`src/rtl/dram_arb_pkg.sv`:
```
// Shared types for the two-master DRAM arbiter: FSM states, master ids and op codes.
package dram_arb_pkg;
    typedef enum logic [1:0] {IDLE, ACCESS, RESPOND} state_t;
    typedef enum logic {M0 = 1'b0, M1 = 1'b1} master_id_t;
    typedef enum logic {OP_READ = 1'b0, OP_WRITE = 1'b1} op_t;
    localparam int unsigned ADDR_W = 32;
    localparam int unsigned DATA_W = 32;
endpackage

```
`src/rtl/dram_arb_pick.sv`:
```
// Combinational winner selection between two requesters.
module dram_arb_pick
    import dram_arb_pkg::*;
(
    input  logic       req0_i,
    input  logic       req1_i,
    input  master_id_t rr_ptr_i,
    input  logic       rr_enable_i,
    output logic       valid_o,
    output master_id_t winner_o
);
    always_comb begin
        valid_o  = req0_i | req1_i;
        winner_o = M0;
        if (req0_i && req1_i) begin
            // Contention: round-robin pointer decides, otherwise m0 has fixed priority.
            if (rr_enable_i) begin
                winner_o = rr_ptr_i;
            end
        end else if (req1_i) begin
            winner_o = M1;
        end
    end
endmodule

```
`src/rtl/dram_arbiter.sv`:
```
// Two-master arbiter in front of a combinational-read / single-cycle-write RAM port.
// Each transaction takes IDLE -> ACCESS -> RESPOND; all request fields are latched at grant.
module dram_arbiter
    import dram_arb_pkg::*;
#(
    parameter bit RR_ENABLE = 1'b1
) (
    input  logic              clk,
    input  logic              reset,
    input  logic [ADDR_W-1:0] m0_address,
    input  logic              m0_read,
    input  logic              m0_write,
    input  logic [DATA_W-1:0] m0_writedata,
    output logic              m0_waitrequest,
    output logic [DATA_W-1:0] m0_readdata,
    input  logic [ADDR_W-1:0] m1_address,
    input  logic              m1_read,
    input  logic              m1_write,
    input  logic [DATA_W-1:0] m1_writedata,
    output logic              m1_waitrequest,
    output logic [DATA_W-1:0] m1_readdata,
    output logic [ADDR_W-1:0] data_address,
    output logic              data_read,
    output logic              data_write,
    output logic [DATA_W-1:0] data_writedata,
    input  logic [DATA_W-1:0] data_readdata
);
    state_t            state_q, state_d;
    master_id_t        grant_q, grant_d;
    master_id_t        rr_ptr_q, rr_ptr_d;
    op_t               op_q, op_d;
    logic [ADDR_W-1:0] addr_q, addr_d;
    logic [DATA_W-1:0] wdata_q, wdata_d;
    logic [DATA_W-1:0] rdata_q, rdata_d;

    logic       req0, req1, pick_valid;
    master_id_t pick_winner;

    assign req0 = m0_read | m0_write;
    assign req1 = m1_read | m1_write;

    dram_arb_pick u_pick (
        .req0_i      (req0),
        .req1_i      (req1),
        .rr_ptr_i    (rr_ptr_q),
        .rr_enable_i (RR_ENABLE),
        .valid_o     (pick_valid),
        .winner_o    (pick_winner)
    );

    always_ff @(posedge clk or posedge reset) begin
        if (reset) begin
            state_q  <= IDLE;
            grant_q  <= M0;
            rr_ptr_q <= M0;
            op_q     <= OP_READ;
            addr_q   <= '0;
            wdata_q  <= '0;
            rdata_q  <= '0;
        end else begin
            state_q  <= state_d;
            grant_q  <= grant_d;
            rr_ptr_q <= rr_ptr_d;
            op_q     <= op_d;
            addr_q   <= addr_d;
            wdata_q  <= wdata_d;
            rdata_q  <= rdata_d;
        end
    end

    always_comb begin
        state_d    = state_q;
        grant_d    = grant_q;
        rr_ptr_d   = rr_ptr_q;
        op_d       = op_q;
        addr_d     = addr_q;
        wdata_d    = wdata_q;
        rdata_d    = rdata_q;
        data_read  = 1'b0;
        data_write = 1'b0;
        case (state_q)
            IDLE: begin
                if (pick_valid) begin
                    grant_d = pick_winner;
                    state_d = ACCESS;
                    // A simultaneous read and write strobe is treated as a write.
                    if (pick_winner == M1) begin
                        addr_d  = m1_address;
                        wdata_d = m1_writedata;
                        op_d    = m1_write ? OP_WRITE : OP_READ;
                    end else begin
                        addr_d  = m0_address;
                        wdata_d = m0_writedata;
                        op_d    = m0_write ? OP_WRITE : OP_READ;
                    end
                end
            end
            ACCESS: begin
                data_read  = (op_q == OP_READ);
                data_write = (op_q == OP_WRITE);
                if (op_q == OP_READ) begin
                    rdata_d = data_readdata;
                end
                state_d = RESPOND;
            end
            RESPOND: begin
                rr_ptr_d = (grant_q == M0) ? M1 : M0;
                state_d  = IDLE;
            end
            default: state_d = IDLE;
        endcase
    end

    assign data_address   = addr_q;
    assign data_writedata = wdata_q;
    assign m0_readdata    = rdata_q;
    assign m1_readdata    = rdata_q;
    // Low only in the granted master's RESPOND cycle, or whenever that master is not requesting.
    assign m0_waitrequest = req0 & ~((state_q == RESPOND) && (grant_q == M0));
    assign m1_waitrequest = req1 & ~((state_q == RESPOND) && (grant_q == M1));
endmodule

```
`config.mk`:
```
export PLATFORM = sky130hd
export DESIGN_NAME = dram_arbiter
export DESIGN_NICKNAME = d
export VERILOG_FILES = /design/src/rtl/dram_arb_pkg.sv /design/src/rtl/dram_arb_pick.sv /design/src/rtl/dram_arbiter.sv
export SDC_FILE = /design/constraint.sdc
export NUM_CORES = 1
export LEC_CHECK = 0
export CAP_MARGIN = 10
export CELL_PAD_IN_SITES_DETAIL_PLACEMENT = 0
export CELL_PAD_IN_SITES_GLOBAL_PLACEMENT = 1
export CORE_UTILIZATION = 27
export DETAILED_ROUTE_END_ITERATION = 6
export GPL_TIMING_DRIVEN = 0
export PLACE_DENSITY_LB_ADDON = 0.3
export SLEW_MARGIN = 5
export SYNTH_ARGS = -nofsm -noshare
export SYNTH_HDL_FRONTEND = slang
export SYNTH_SLANG_ARGS = --single-unit
```
`constraint.sdc`:
```
create_clock -name clk -period 4.6 [get_ports clk]
set_input_delay 0.92 -clock clk [delete_from_list [all_inputs] [get_ports clk]]
set_output_delay 0.92 -clock clk [all_outputs]
set_load 0.1 [all_outputs]
```
==> results.json <==
{
  "status": "finished with violations",
  "violations": "design-rule violations",
  "fin_ws_ns": 0.412,
  "die_h_um": 138,
  "final_nets": 974,
  "ctsHoldBuffers": 0,
  "io_buffers": 297,
  "route.vias.total": 5153,
  "setup_viol": 0,
  "cts_buffers": 9,
  "antenna_found_initial": 0,
  "grt_pass1_wl_um": 28100,
  "core_area_um2": 18100,
  "clock.fmax_mhz": 239,
  "ant_nets": 0,
  "startpoint_type": "primary input",
  "drt_wl_total_um": 18100,
  "holdWs_ns": 0.492,
  "grt.overflow.total": 0,
  "post-route-period-util_pct": 91.0,
  "min_period_ns": 4.19,
  "path_class": "in -> out",
  "initial_core_util_pct": 27.8,
  "crit_path_end_kind": "primary output",
  "syn_avg_cell_area_um2": 10.1,
  "wl_per_cell_um": 17.4,
  "reg2reg_to": "data_address[16]",
  "die-area_um2": 19200,
  "cts_tree": "yes",
  "post_synth_xor_area_fraction_pct": 0,
  "cts.path.max_buffers": 2,
  "grt_usage_pct": 18.7,
  "cp-startpoint": "m1_read",
  "layout-drive-gt1-share_pct": 11.2,
  "crit_chain": "clkdlybuf4s50_1 > nor2_1 > clkbuf_2 > clkbuf_1 > a21oi_1 > dlygate4sd2_1",
  "drv_cap": 0,
  "ctsHtreeMaxLevel": 3,
  "nFillCells": 1669,
  "stdcell_count": 1042,
  "globalplace.congestion": 0.820,
  "dp.cells": 1026,
  "diodes": 0,
  "worst_ep_arrival_time_ns": 3.27,
  "syn_nets": 665,
  "hold_viol_final": 0,
  "min_path_type": "reg -> reg",
  "ys_seq_area_share_pct": 50.3,
  "worstPathRequired_ns": 3.68,
  "regArea_um2": 2530,
  "clk_latency_ns": 0.35,
  "synth_simple_gate_area_share_pct": 10.8,
  "synth_area_um2": 5030,
  "vias_per_cell": 4.95,
  "worst_r2r_path_depth": 5,
  "yosysWarnings": 0,
  "ioPinCount": 298,
  "row_count": 49,
  "rsz0062_at_grt": "no",
  "dpl.hpwl_um": 13700,
  "fin_skew_ns": 0.00967,
  "yosysUniqueCellTypes": 22,
  "first_pass_iters": 7,
  "syn_to_final_growth_pct": 70.9,
  "synth_compound_area_share_pct": 21.8,
  "cts-root-buf": "clkbuf_16",
  "route.detailed.drc": 50,
  "tightest_slew_ns": 1.05,
  "muxShareOfSynthArea_pct": 7.37,
  "syn_inst": 499,
  "grt_pass1_vias": 5159,
  "grt_max_degree": 53,
  "synth-seq-cells": 101,
  "r2r_slack_ns": 2.60,
  "max_slew_margin_pct": 29.6,
  "r2r_start": "rr_ptr_q",
  "slowest_stage": "dlygate4sd2_1",
  "synth_fa_ha_area_share_pct": 0,
  "crit_fanout": 10,
  "die_x_um": 138,
  "maxSlewViolCount": 0,
  "clk_pin_slew_ns": 0.07,
  "synth_top_family_by_area": "compound AO/OA/AOI/OAI gates",
  "place_ws_ns": -0.226,
  "multi_input_comb_area_um2": 2010,
  "cpPeakStageDelay_ns": 0.62,
  "critPathCapture": "m1_waitrequest",
  "drtIter0Drc": 286,
  "cts.sinks": 101
}
## cell usage after synthesis
master,n,area share [%]
a31oi_1,64,8.0
mux2i_1,1,0.20
o21ai_1,3,0.30
buf_4,32,4.8
nor2b_1,2,0.25
buf_2,4,0.40
a21boi_0,1,0.15
or4_1,1,0.15
nor2_1,5,0.37
o21ba_2,1,0.20
nor4_1,1,0.12
o21ai_0,61,6.1
a21oi_1,67,6.7
clkbuf_1,46,3.4
buf_6,4,0.90
inv_1,3,0.22
and2_1,3,0.37
mux2_2,32,7.2
dfrtp_1,101,50
nand3b_1,64,9.6
o21bai_1,2,0.30
o2bb2ai_1,1,0.17
## kinds of logic (layout without fill, tap and decap cells)
logic type,count (synthesis),in the layout
compound gates,200,200
mux,33,33
buf+inv,89,403
simple gates,76,76
flops,101,101
## sequential cells by signal (all words and copies together) (netlist names)
register        flops
data_address       32
data_writedata     32
m0_readdata        32
state_q             2
grant_q             1
op_q                1
rr_ptr_q            1
## final cells by class
| type | instances | share of cell area [%] |
|---|---|---|
| Timing Repair Buffer | 298 | 34.9 |
| Sequential cell | 101 | 29.4 |
| Multi-Input combinational cell | 309 | 23.4 |
| Buffer | 86 | 5.58 |
| Tap cell | 229 | 3.33 |
| Clock buffer | 10 | 2.66 |
| Clock inverter | 6 | 0.539 |
| Inverter | 3 | 0.160 |
## placed cells by master, fill, tap and decap left out, types with 2 or more instances in the layout
cell and n:
buf_2 4, clkbuf_1 46, a21oi_1 67, and2_1 3
nor2_1 5, nor2b_1 2, dfrtp_1 101, buf_4 32
inv_6 2, o21bai_1 2, clkinvlp_4 2, a31oi_1 64
buf_6 4, clkbuf_16 9, o21ai_1 3, o21ai_0 61
inv_1 2, mux2_2 32, clkdlybuf4s50_1 296, nand3b_1 64
## repair_timing
action | in CTS | in global routing
buffers inserted | 0 | 0
pin swaps | 0 | 0
endpoints found under the setup margin | 1 | 1
gates resized for setup | 1 | 2
## through the flow
stage	TNS [ns]	utilization, %	area, µm²
3_3_place_gp	-66.94	45.8	8290
3_5_place_dp	-0.226	46.0	8320
2_1_floorplan	0	-	5030
4_1_cts	0	47.5	8590
5_1_grt	0	47.5	8590
6_report	0	47.5	8590
## routing by layer
layer / global-route usage [%] / wire length (µm) / up-vias
met5: 0 / 0 / -
met4: 7.04 / 321 / 0
met3: 5.75 / 1660 / 24
met2: 31.8 / 8640 / 235
met1: 22.0 / 7460 / 2476
li1: - / - / 2418
## worst min-delay path by stage
stage | startpoint | to | slack, ns | cells past startpoint
2_1_floorplan | grant_q | rr_ptr_q | 0.44 | 1
3_3_place_gp | grant_q | rr_ptr_q | 0.46 | 1
3_5_place_dp | grant_q | rr_ptr_q | 0.47 | 1
4_1_cts | grant_q | rr_ptr_q | 0.49 | 1
5_1_grt | grant_q | rr_ptr_q | 0.53 | 1
6_report | grant_q | rr_ptr_q | 0.49 | 1
## critical path: cells and delay by family
family	cells	cell delay, ns
simple gates	1	0.40
buf+inv	4	1.83
compound gates	1	0.10
Power is not shown: default switching activity piles up to over one toggle a cycle in this logic, so the estimate is an artifact.
